===== src/rtl/adsr_envelope.sv =====
// Gated ADSR envelope generator that scales a signed 8-bit tone sample by the
// current envelope level. All state advances only on step_in ticks.
module adsr_envelope #(
  parameter int unsigned ACC_W = 16
) (
  input  logic             clk_in,
  input  logic             rst_in,
  input  logic             step_in,
  input  logic             gate_in,
  input  logic [7:0]       sample_in,
  input  logic [ACC_W-1:0] attack_rate_in,
  input  logic [ACC_W-1:0] decay_rate_in,
  input  logic [7:0]       sustain_level_in,
  input  logic [ACC_W-1:0] release_rate_in,
  output logic [7:0]       sample_out,
  output logic             valid_out,
  output logic [7:0]       level_out,
  output logic             active_out
);

  typedef enum logic [2:0] {StIdle, StAttack, StDecay, StSustain, StRelease} state_e;

  localparam logic [ACC_W-1:0] EnvMax = '1;

  state_e           r_state;
  logic [ACC_W-1:0] r_env;
  logic             r_gate_prev;

  state_e           w_state_sel;
  state_e           w_state_nxt;
  logic [ACC_W-1:0] w_env_nxt;
  logic [ACC_W-1:0] w_target;
  logic             w_rise;
  logic [ACC_W:0]   w_att_sum;
  logic [ACC_W:0]   w_dec_diff;
  logic [ACC_W:0]   w_rel_diff;
  logic [7:0]       w_level;
  logic signed [16:0] w_product;
  logic             w_unused_bits;

  assign w_target   = {sustain_level_in, {(ACC_W-8){1'b0}}};
  assign w_rise     = gate_in & ~r_gate_prev;
  assign w_level    = r_env[ACC_W-1 -: 8];
  // Extra MSB on each operation exposes carry-out / borrow.
  assign w_att_sum  = {1'b0, r_env} + {1'b0, attack_rate_in};
  assign w_dec_diff = {1'b0, r_env} - {1'b0, decay_rate_in};
  assign w_rel_diff = {1'b0, r_env} - {1'b0, release_rate_in};

  // Scale by the pre-update level; zero-extended level keeps the factor non-negative.
  assign w_product     = $signed(sample_in) * $signed({1'b0, w_level});
  assign w_unused_bits = ^{w_product[16], w_product[7:0]};

  // Gate-driven state selection, resolved before this step's arithmetic.
  always_comb begin
    w_state_sel = r_state;
    unique case (r_state)
      StIdle:                      if (w_rise)   w_state_sel = StAttack;
      StAttack, StDecay, StSustain: if (!gate_in) w_state_sel = StRelease;
      StRelease:                   if (w_rise)   w_state_sel = StAttack;
      default:                     w_state_sel = StIdle;
    endcase
  end

  // Envelope arithmetic of the selected state, including the automatic transitions.
  always_comb begin
    w_state_nxt = w_state_sel;
    w_env_nxt   = r_env;
    unique case (w_state_sel)
      StAttack: begin
        if ((attack_rate_in == '0) || w_att_sum[ACC_W] || (w_att_sum[ACC_W-1:0] == EnvMax)) begin
          w_env_nxt   = EnvMax;
          w_state_nxt = StDecay;
        end else begin
          w_env_nxt = w_att_sum[ACC_W-1:0];
        end
      end
      StDecay: begin
        // Also covers a target raised above env: the difference is then below target.
        if ((decay_rate_in == '0) || w_dec_diff[ACC_W] || (w_dec_diff[ACC_W-1:0] <= w_target)) begin
          w_env_nxt   = w_target;
          w_state_nxt = StSustain;
        end else begin
          w_env_nxt = w_dec_diff[ACC_W-1:0];
        end
      end
      StSustain: w_env_nxt = w_target;
      StRelease: begin
        if ((release_rate_in == '0) || w_rel_diff[ACC_W] || (w_rel_diff[ACC_W-1:0] == '0)) begin
          w_env_nxt   = '0;
          w_state_nxt = StIdle;
        end else begin
          w_env_nxt = w_rel_diff[ACC_W-1:0];
        end
      end
      default: w_env_nxt = '0;
    endcase
  end

  // FSM, envelope and registered sample output, all advancing on step ticks.
  always_ff @(posedge clk_in) begin
    if (!rst_in) begin
      r_state     <= StIdle;
      r_env       <= '0;
      r_gate_prev <= 1'b0;
      sample_out  <= 8'h00;
      valid_out   <= 1'b0;
    end else begin
      valid_out <= step_in;
      if (step_in) begin
        r_state     <= w_state_nxt;
        r_env       <= w_env_nxt;
        r_gate_prev <= gate_in;
        sample_out  <= w_product[15:8];
      end
    end
  end

  assign level_out  = w_level;
  assign active_out = (r_state != StIdle);

endmodule


===== config.mk =====
export PLATFORM = sky130hd
export DESIGN_NAME = adsr_envelope
export DESIGN_NICKNAME = d
export VERILOG_FILES = /design/src/rtl/adsr_envelope.sv
export SDC_FILE = /design/constraint.sdc
export NUM_CORES = 1
export LEC_CHECK = 0
export BUFFER_PORTS_ARGS = -buffer_cell sky130_fd_sc_hd__clkbuf_2
export CAP_MARGIN = 20
export CORE_UTILIZATION = 55
export DETAILED_ROUTE_END_ITERATION = 12
export HOLD_SLACK_MARGIN = 0.02
export PLACE_DENSITY = 0.88
export SYNTH_ARGS = -nofsm -noshare
export SYNTH_HDL_FRONTEND = slang
export SYNTH_SLANG_ARGS = --single-unit

===== constraint.sdc =====
create_clock -name clk_in -period 4.5 [get_ports clk_in]
set_input_delay 0.9 -clock clk_in [delete_from_list [all_inputs] [get_ports clk_in]]
set_output_delay 0.9 -clock clk_in [all_outputs]
set_load 0.1 [all_outputs]

After elaboration in Yosys (flattened, before gate mapping)
Cells that the tools add are included.

$add $sub $neg: 3. Multiply operators: 1. Magnitude comparators: 1. Equal/unequal tests: 9. Multiplexer cells: 11. Bitwise operators: 2. Reduce and logical (&&, ||, !) cells: 14.

Operators with widths (count): $logic_not A16 Y1 (4); $pmux W16 S4 (1); $mux W16 (3); $sub A16 B16 Y17 (2); $add A16 B16 Y17 (1); $eq A16 B16 Y1 const B (1); $le A16 B16 Y1 (1); $mul A8 B9 Y16 (1); $mux W3 (5); $eq A3 B2 Y1 const B (4); $pmux W3 S3 (1); $eq A3 B1 Y1 const B (2); $eq A3 B3 Y1 const B (2); $logic_or A1 B1 Y1 (6); $pmux W3 S2 (1); $logic_not A3 Y1 (1); $reduce_bool A3 Y1 (1); $reduce_or A3 Y1 (1); $reduce_or A2 Y1 (1); $and A1 B1 Y1 (1); $not A1 Y1 (1).

Register bits after elaboration: 29. Word-level logic and storage cells: 46.

Logic depth before layout (Yosys ltp)
Gate-level depths: netlist of run 1.

Depth in word-level cells: 6. Gate-level depth with buffers: 19. Mapped depth without buffers: 18.

Least setup slack after synthesis of run 1
No wires, ideal clock.

Path kind: input -> register. Start: in decay_rate_in[3]. End: reg r_env[9]. Arrival: 4755 ps. Setup slack: -377 ps. Stages on the path: 18. Buffers on the path: 1. Path through: inv_1 ha_1 clkbuf_2 o21ai_0 a21oi_2 o41a_1 a221oi_1 o21ai_0 xor2_1 ha_1 nand4_1 or4_1 or3_4 o311ai_4 mux2i_1 o31a_1 a21oi_1 a311o_1.

Longest elaborated chain between the ends: 5. Elaborated cells on any way between the ends: 7. Those cells by class: 1 x add/sub; 1 x order compare; 2 x mux; 3 x reduce/logical.

RTL lines: from (decl) (line 12) `input logic [ACC_W-1:0] decay_rate_in,`; $sub A16 B16 Y17 / $logic_not A16 Y1 (equally long branches) (line 46, 79); $le A16 B16 Y1 / $logic_or A1 B1 Y1 (equally long branches) (line 79) `if ((decay_rate_in == '0) || w_dec_diff[ACC_W] || (w_dec_diff[ACC_W-1:0] <= w_target)) begin`; $logic_or A1 B1 Y1 (line 79); $mux W16 (*) (line 79); $pmux W16 S4 (*) (line 68) `unique case (w_state_sel)`; to (signal assigned) (line 111) `r_env <= w_env_nxt;`; to (decl) (line 26) `logic [ACC_W-1:0] r_env;`.

Every way passes the cells marked *; elsewhere a longest branch is shown, timed or not. A chain may end at the register's enable or synchronous reset.

Worst setup path in the final report of run 1
Start: in decay_rate_in[5]. End: reg r_env[2].

Longest elaborated chain between the ends: 5. Elaborated cells on any way between the ends: 7. Those cells by class: 1 x add/sub; 1 x order compare; 2 x mux; 3 x reduce/logical.

RTL lines (line): $sub A16 B16 Y17 / $logic_not A16 Y1 (equally long branches) (46, 79); $le A16 B16 Y1 / $logic_or A1 B1 Y1 (equally long branches) (79); $logic_or A1 B1 Y1 (*) (79); $mux W16 (*) (79); $pmux W16 S4 (*) (68).

Marked as above.

==> flow_metrics.tcl, run 1 <==
set metrics [dict create \
    fin_crit_ns 5.06 \
    die_w_um 112 \
    rsz0062_at_grt "true" \
    syn-num-nets 1077 \
    seq_area_um2 581 \
    start_util 0.572 \
    synth_top_area_share 0.177 \
    critPathTopFamily "compound AO/OA/AOI/OAI gates" \
    syn_area_per_cell_um2 7.57 \
    fin_ws_ns -0.557 \
    grt_max_degree 21 \
    top_usage_layer "met2" \
    clock_path_buffers 2 \
    slowest_delay_ns 0.55 \
    grt_pass1_wl_um 34900 \
    crit_path_frequent_cell "buf_6" \
    cp.required_ns 4.64 \
    fp.dieArea_um2 12500 \
    violations "DRC, setup timing" \
    multi_input_area_um2 5760 \
    worst-path-buf-inv 4 \
    p_per_area_nw_per_um2 177 \
    fill_cells 835 \
    startpoint_type "input pin" \
    die_y_um 112 \
    placed_area_um2 7840 \
    use_met2 0.567 \
    fin_total_pwr_uw 1480 \
    final.setup.tns_ns -6.26 \
    netlist_area_um2 6640 \
    grt_use_met1 0.447 \
    std_cell_rows 39 \
    dp_hpwl_um 17000 \
    drive_gt1_frac 0.256 \
    track_usage 0.351 \
    portBuffers 85 \
    via_per_inst 6.47 \
    synth.area.top_cells "ha_1 18%, fa_1 11%, dfxtp_1 8.7%" \
    leakage_uw 0.00414 \
    vias 7659 \
    diodes 0 \
    yosysUniqueCellTypes 79 \
    dr.pass1.iters 11 \
    r2r_cells 17 \
    crit_slowest_cell "or4_1" \
    hp-class "register to register" \
    wl_per_cell_um 19.5 \
    antenna_found_initial 0 \
    overflow 0 \
    synth-edff-count 0 \
    crit_arrival_ns 5.20 \
    path_max_fanout 8 \
    grt_pass1_vias 7118 \
    fin_area_um2 8370 \
    maxSlewViolCount 0 \
    synth_seq_cells 29 \
    crit_path_end_kind "register" \
    clk-insertion-delay-late_ns 0.28 \
    yosysSeqAreaShare 0.0874 \
    postRouteAntennaNets 0 \
    design.portCount 86 \
    final-hold-violation-count 0 \
    worstSetupPathType "input pin to register" \
    gp_congestion 1.01 \
    clock_skew_ns 0.00606 \
    area_growth_pct 26.1 \
    status "finished with violations" \
    crit_cells 20 \
    max_freq_mhz 198 \
    async_reset_ff_frac 0 \
    final_min_period_over_clock_period 1.12 \
    initialDrtViolationCount 1000 \
    finalWirelength_um 23100 \
    cts_hold_buf 0 \
    cts_tree "built" \
    ir_drop_v 0.000128 \
    clk_pin_slew_ns 0.05 \
    holdPathStages 2 \
    yosys_warnings 0 \
    remaining_drc_errors 5 \
    fin_util 0.721 \
    cts_sinks 29 \
    synth_ff_type "dfxtp_1" \
    final_nets 1240 \
    worstMarginPinSlew_ns 0.764 \
    drv_cap 0 \
    path_cells "clkbuf_2 -> inv_1 -> ha_2 -> or2_4 -> buf_6 -> a21oi_2 -> a21o_1 -> o31a_1 -> a2bb2oi_2 -> nor2b_4 -> xnor2_2 -> ha_1 -> nand4_1 -> or4_1 -> or3_4 -> o311ai_4 -> buf_6 -> nor3_4 -> a222oi_1 -> a32oi_1" \
    yosysTopAreaCell "ha_1" \
    final_cell_mix "112 x inv_1, 95 x buf_4, 85 x ha_1" \
    cts_inserted_buffers 5 \
    post-place-ws_ns -0.599 \
    core_um2 11600 \
    cts_root_buffer "clkbuf_16" \
    h-tree-depth 2 \
    setup_viol 17 \
    layout_commonest_cell "inv_1" \
    gr-usage-met3 0.0648 \
    relSlewSlack 0.485 \
    synth_cells 877 \
]
state kept, by name (all words and copies together) (netlist names):
signal and flops:
r_state 3, r_env 16, r_gate_prev 1, sample_out 8, valid_out 1
power breakdown:
group | internal (µW) | switching [µW] | total (µW)
logic | 327 | 496 | 823
clock network | 234 | 131 | 365
registers | 273 | 19.7 | 292
cells by family after synthesis:
group	share of synthesized area
compound gates	0.244
xor+xnor	0.0528
fa+ha+maj	0.292
buf+inv	0.0893
flops	0.0874
mux	0.0106
simple gates	0.224
final cells by class:
cell class / instances / area share
Tap cell: 143 / 0.0214
Sequential cell: 29 / 0.0693
Clock buffer: 7 / 0.0182
Timing Repair Buffer: 187 / 0.149
Inverter: 114 / 0.0529
Clock inverter: 1 / 0.000598
Multi-Input combinational cell: 703 / 0.688
final timing paths:
path	from	endpoint	slack, ns
setup / recovery	decay_rate_in[5]	r_env[2]$_SDFFE_PN0P_	-0.56
hold / removal	sample_out[6]$_SDFFE_PN0P_	sample_out[6]$_SDFFE_PN0P_	0.46
setup reg to reg	r_env[3]$_SDFFE_PN0P_	r_env[2]$_SDFFE_PN0P_	-0.38
hold reg to reg	sample_out[6]$_SDFFE_PN0P_	sample_out[6]$_SDFFE_PN0P_	0.46
synth_stat cells, types with 9 or more instances:
cell type,count
ha_1,94
a21o_1,11
o21a_1,10
nor2_1,51
nor3_1,18
nor2b_1,18
a21oi_1,56
nand2_1,80
nand3_1,25
xor2_1,12
o21ai_0,52
nand2b_1,13
nor4_1,18
a32oi_1,9
clkbuf_1,18
dfxtp_1,29
xnor2_1,28
fa_1,38
inv_1,114
a221oi_1,9
and2_1,33
worst register-to-register path: cells and delay by family, from the launching register on:
kind                       cells  cell delay [ns]
xor gates and xnor gates       1             0.10
AOI/OAI and AO/OA              7             1.78
DFF                            1             0.57
adders and majority gates      2             0.60
and+or+nand+nor                6             1.53
buffers and inverters          1             0.16
per-layer routing:
layer / vias to the layer above / wire length, µm
met5: - / 0
met2: 573 / 10200
met1: 3490 / 8720
met3: 147 / 2640
met4: 0 / 1510
li1: 3449 / -
metrics by stage:
step                hold WS [ns]  cells
finish                     0.459   1184
global route               0.491   1184
CTS                        0.462   1179
detailed placement         0.450   1164
global placement           0.442   1164
floorplan                  0.462    877
repair_timing:
item,CTS,global route
setup buffers,7,5
cloned,0,0
endpoints found under the setup margin,19,22
pin swaps,17,38
resized for setup,12,57
Note: power is estimated with default switching activity, not from simulation.
==> run 2: changes to the inputs <==
Settings changed: CORE_ASPECT_RATIO set to 1.5, CTS_BUF_LIST set to sky130_fd_sc_hd__clkbuf_8 sky130_fd_sc_hd__clkbuf_16, SLEW_MARGIN set to 20.
==> flow_metrics.tcl, run 2 (synthesized netlist as in run 1, its figures left out) <==
set metrics [dict create \
    crit_start "decay_rate_in[1]" \
    drive_gt1_frac 0.281 \
    cts_root_buffer "clkbuf_16" \
    top_usage_layer "met2" \
    postRouteAntennaNets 0 \
    finalWirelength_um 25500 \
    antenna_found_initial 1 \
    gr-usage-met3 0.0633 \
    cts_tree "built" \
    clk-insertion-delay-late_ns 0.29 \
    gp_congestion 1.01 \
    placedCellCount 1182 \
    path_cells "clkbuf_8 -> buf_6 -> fa_2 -> nand2b_4 -> a21oi_4 -> o41a_1 -> a221oi_2 -> o21ai_2 -> xor2_2 -> ha_1 -> nand4_1 -> or4_1 -> or3_4 -> o311ai_4 -> buf_6 -> mux2i_4 -> o31a_1 -> a21oi_1 -> a311o_1" \
    placed_area_um2 7930 \
    largestRegisters "r_env (16), sample_out (8), r_state (3)" \
    crit_path_frequent_cell "buf_6" \
    area_growth_pct 30.4 \
    portBuffers 85 \
    crit_end "r_env[9]$_SDFFE_PN0P_" \
    maxSlewViolCount 0 \
    grt_max_degree 23 \
    relSlewSlack 0.472 \
    crit_arrival_ns 5.08 \
    fin_crit_ns 4.91 \
    hold_ws_ns 0.471 \
    start_util 0.570 \
    wl_per_cell_um 21.1 \
    cts_hold_buf 0 \
    vias 8031 \
    fill_cells 805 \
    status "finished with violations" \
    core_um2 11700 \
    initialDrtViolationCount 630 \
    max_freq_mhz 204 \
    cts_sinks 29 \
    leakage_uw 0.00424 \
    grt_pass1_vias 7941 \
    use_met2 0.698 \
    final_nets 1259 \
    design.portCount 86 \
    r2r_setup_slack_ns -0.39 \
    clk_pin_slew_ns 0.06 \
    worstSetupPathType "input pin to register" \
    p_per_area_nw_per_um2 177 \
    stdcell_count 1210 \
    layout_commonest_cell "buf_4" \
    clock_path_buffers 2 \
    drv_cap 0 \
    largest_register_ffs 16 \
    final_min_period_over_clock_period 1.09 \
    h-tree-depth 2 \
    die_w_um 91.7 \
    dp_hpwl_um 18200 \
    startpoint_type "input pin" \
    die_y_um 137 \
    final_cell_mix "114 x buf_4, 107 x inv_1, 83 x ha_1" \
    cp.required_ns 4.67 \
    fp.dieArea_um2 12500 \
    fin_area_um2 8660 \
    cts_inserted_buffers 5 \
    post-place-ws_ns -0.614 \
    r2r-start "r_env[10]$_SDFFE_PN0P_" \
    final-hold-violation-count 0 \
    remaining_drc_errors 0 \
    hp-class "register to register" \
    clock_skew_ns 0.00839 \
    overflow 0 \
    worstMarginPinSlew_ns 0.790 \
    dr.pass1.iters 6 \
    setup_viol 20 \
    rsz0062_at_grt "true" \
    r2r_cells 18 \
    diodes 0 \
    via_per_inst 6.64 \
    grt_use_met1 0.360 \
    rr_endpoint "r_env[9]$_SDFFE_PN0P_" \
    crit_slowest_cell "or4_1" \
    grt_pass1_wl_um 37300 \
    std_cell_rows 48 \
    ir_drop_v 0.000125 \
    top_register "r_env" \
    fin_ws_ns -0.410 \
    violations "setup timing" \
    path_max_fanout 3 \
    crit_path_end_kind "register" \
    track_usage 0.378 \
    slowest_delay_ns 0.54 \
]
## run 2: layout make-up
cell class	count	area [µm²]	share of cell area
Clock inverter	2	13.8	0.00159
Sequential cell	29	581	0.0670
Timing Repair Buffer	205	1410	0.162
Clock buffer	6	139	0.0160
Multi-Input combinational cell	704	5890	0.680
Tap cell	150	188	0.0217
Inverter	114	443	0.0511
## run 2: per-layer routing
layer	up-vias	share of wire
met2	600	0.48
met3	254	0.095
met5	-	0
met1	3677	0.32
li1	3500	-
met4	0	0.10
## run 2: worst min path at each step
stage / startpoint / to / depth (start not counted) / slack, ns
2_1_floorplan: r_state[2]$_SDFFE_PN0P_ / r_state[2]$_SDFFE_PN0P_ / 2 / 0.46
3_3_place_gp: sample_out[7]$_SDFFE_PN0P_ / sample_out[7]$_SDFFE_PN0P_ / 2 / 0.44
3_5_place_dp: sample_out[7]$_SDFFE_PN0P_ / sample_out[7]$_SDFFE_PN0P_ / 2 / 0.46
4_1_cts: sample_out[7]$_SDFFE_PN0P_ / sample_out[7]$_SDFFE_PN0P_ / 2 / 0.48
5_1_grt: sample_out[7]$_SDFFE_PN0P_ / sample_out[7]$_SDFFE_PN0P_ / 2 / 0.50
6_report: sample_out[5]$_SDFFE_PN0P_ / sample_out[5]$_SDFFE_PN0P_ / 2 / 0.47
## run 2: where the power goes
part	internal (µW)	switching, µW
Clock	220	140
Combinational	352	525
Sequential	272	20.5
Total	844	686
## run 2: repair_timing
| action | 4_1_cts | 5_1_grt |
|---|---|---|
| endpoints found under the setup margin | 21 | 22 |
| gates cloned | 1 | 0 |
| setup buffers | 13 | 9 |
| pin swaps | 22 | 34 |
| resized for setup | 45 | 54 |
## run 2: worst max-delay path: cells and delay by family
| kind | cells | cell delay [ns] |
|---|---|---|
| buf+inv | 3 | 0.39 |
| compound gates | 8 | 1.68 |
| fa+ha+maj | 2 | 0.54 |
| xor+xnor | 1 | 0.17 |
| simple gates | 4 | 1.18 |
| mux | 1 | 0.22 |
## run 2: per-stage QoR
step	setup TNS, ns	power [µW]	util
after global routing	-8.56	1590	0.743
after global placement	-7.83	1020	0.681
after floorplan	-1.27	786	-
after CTS	-1.13	1420	0.720
final	-4.32	1530	0.743
after detailed placement	-10.80	1040	0.681
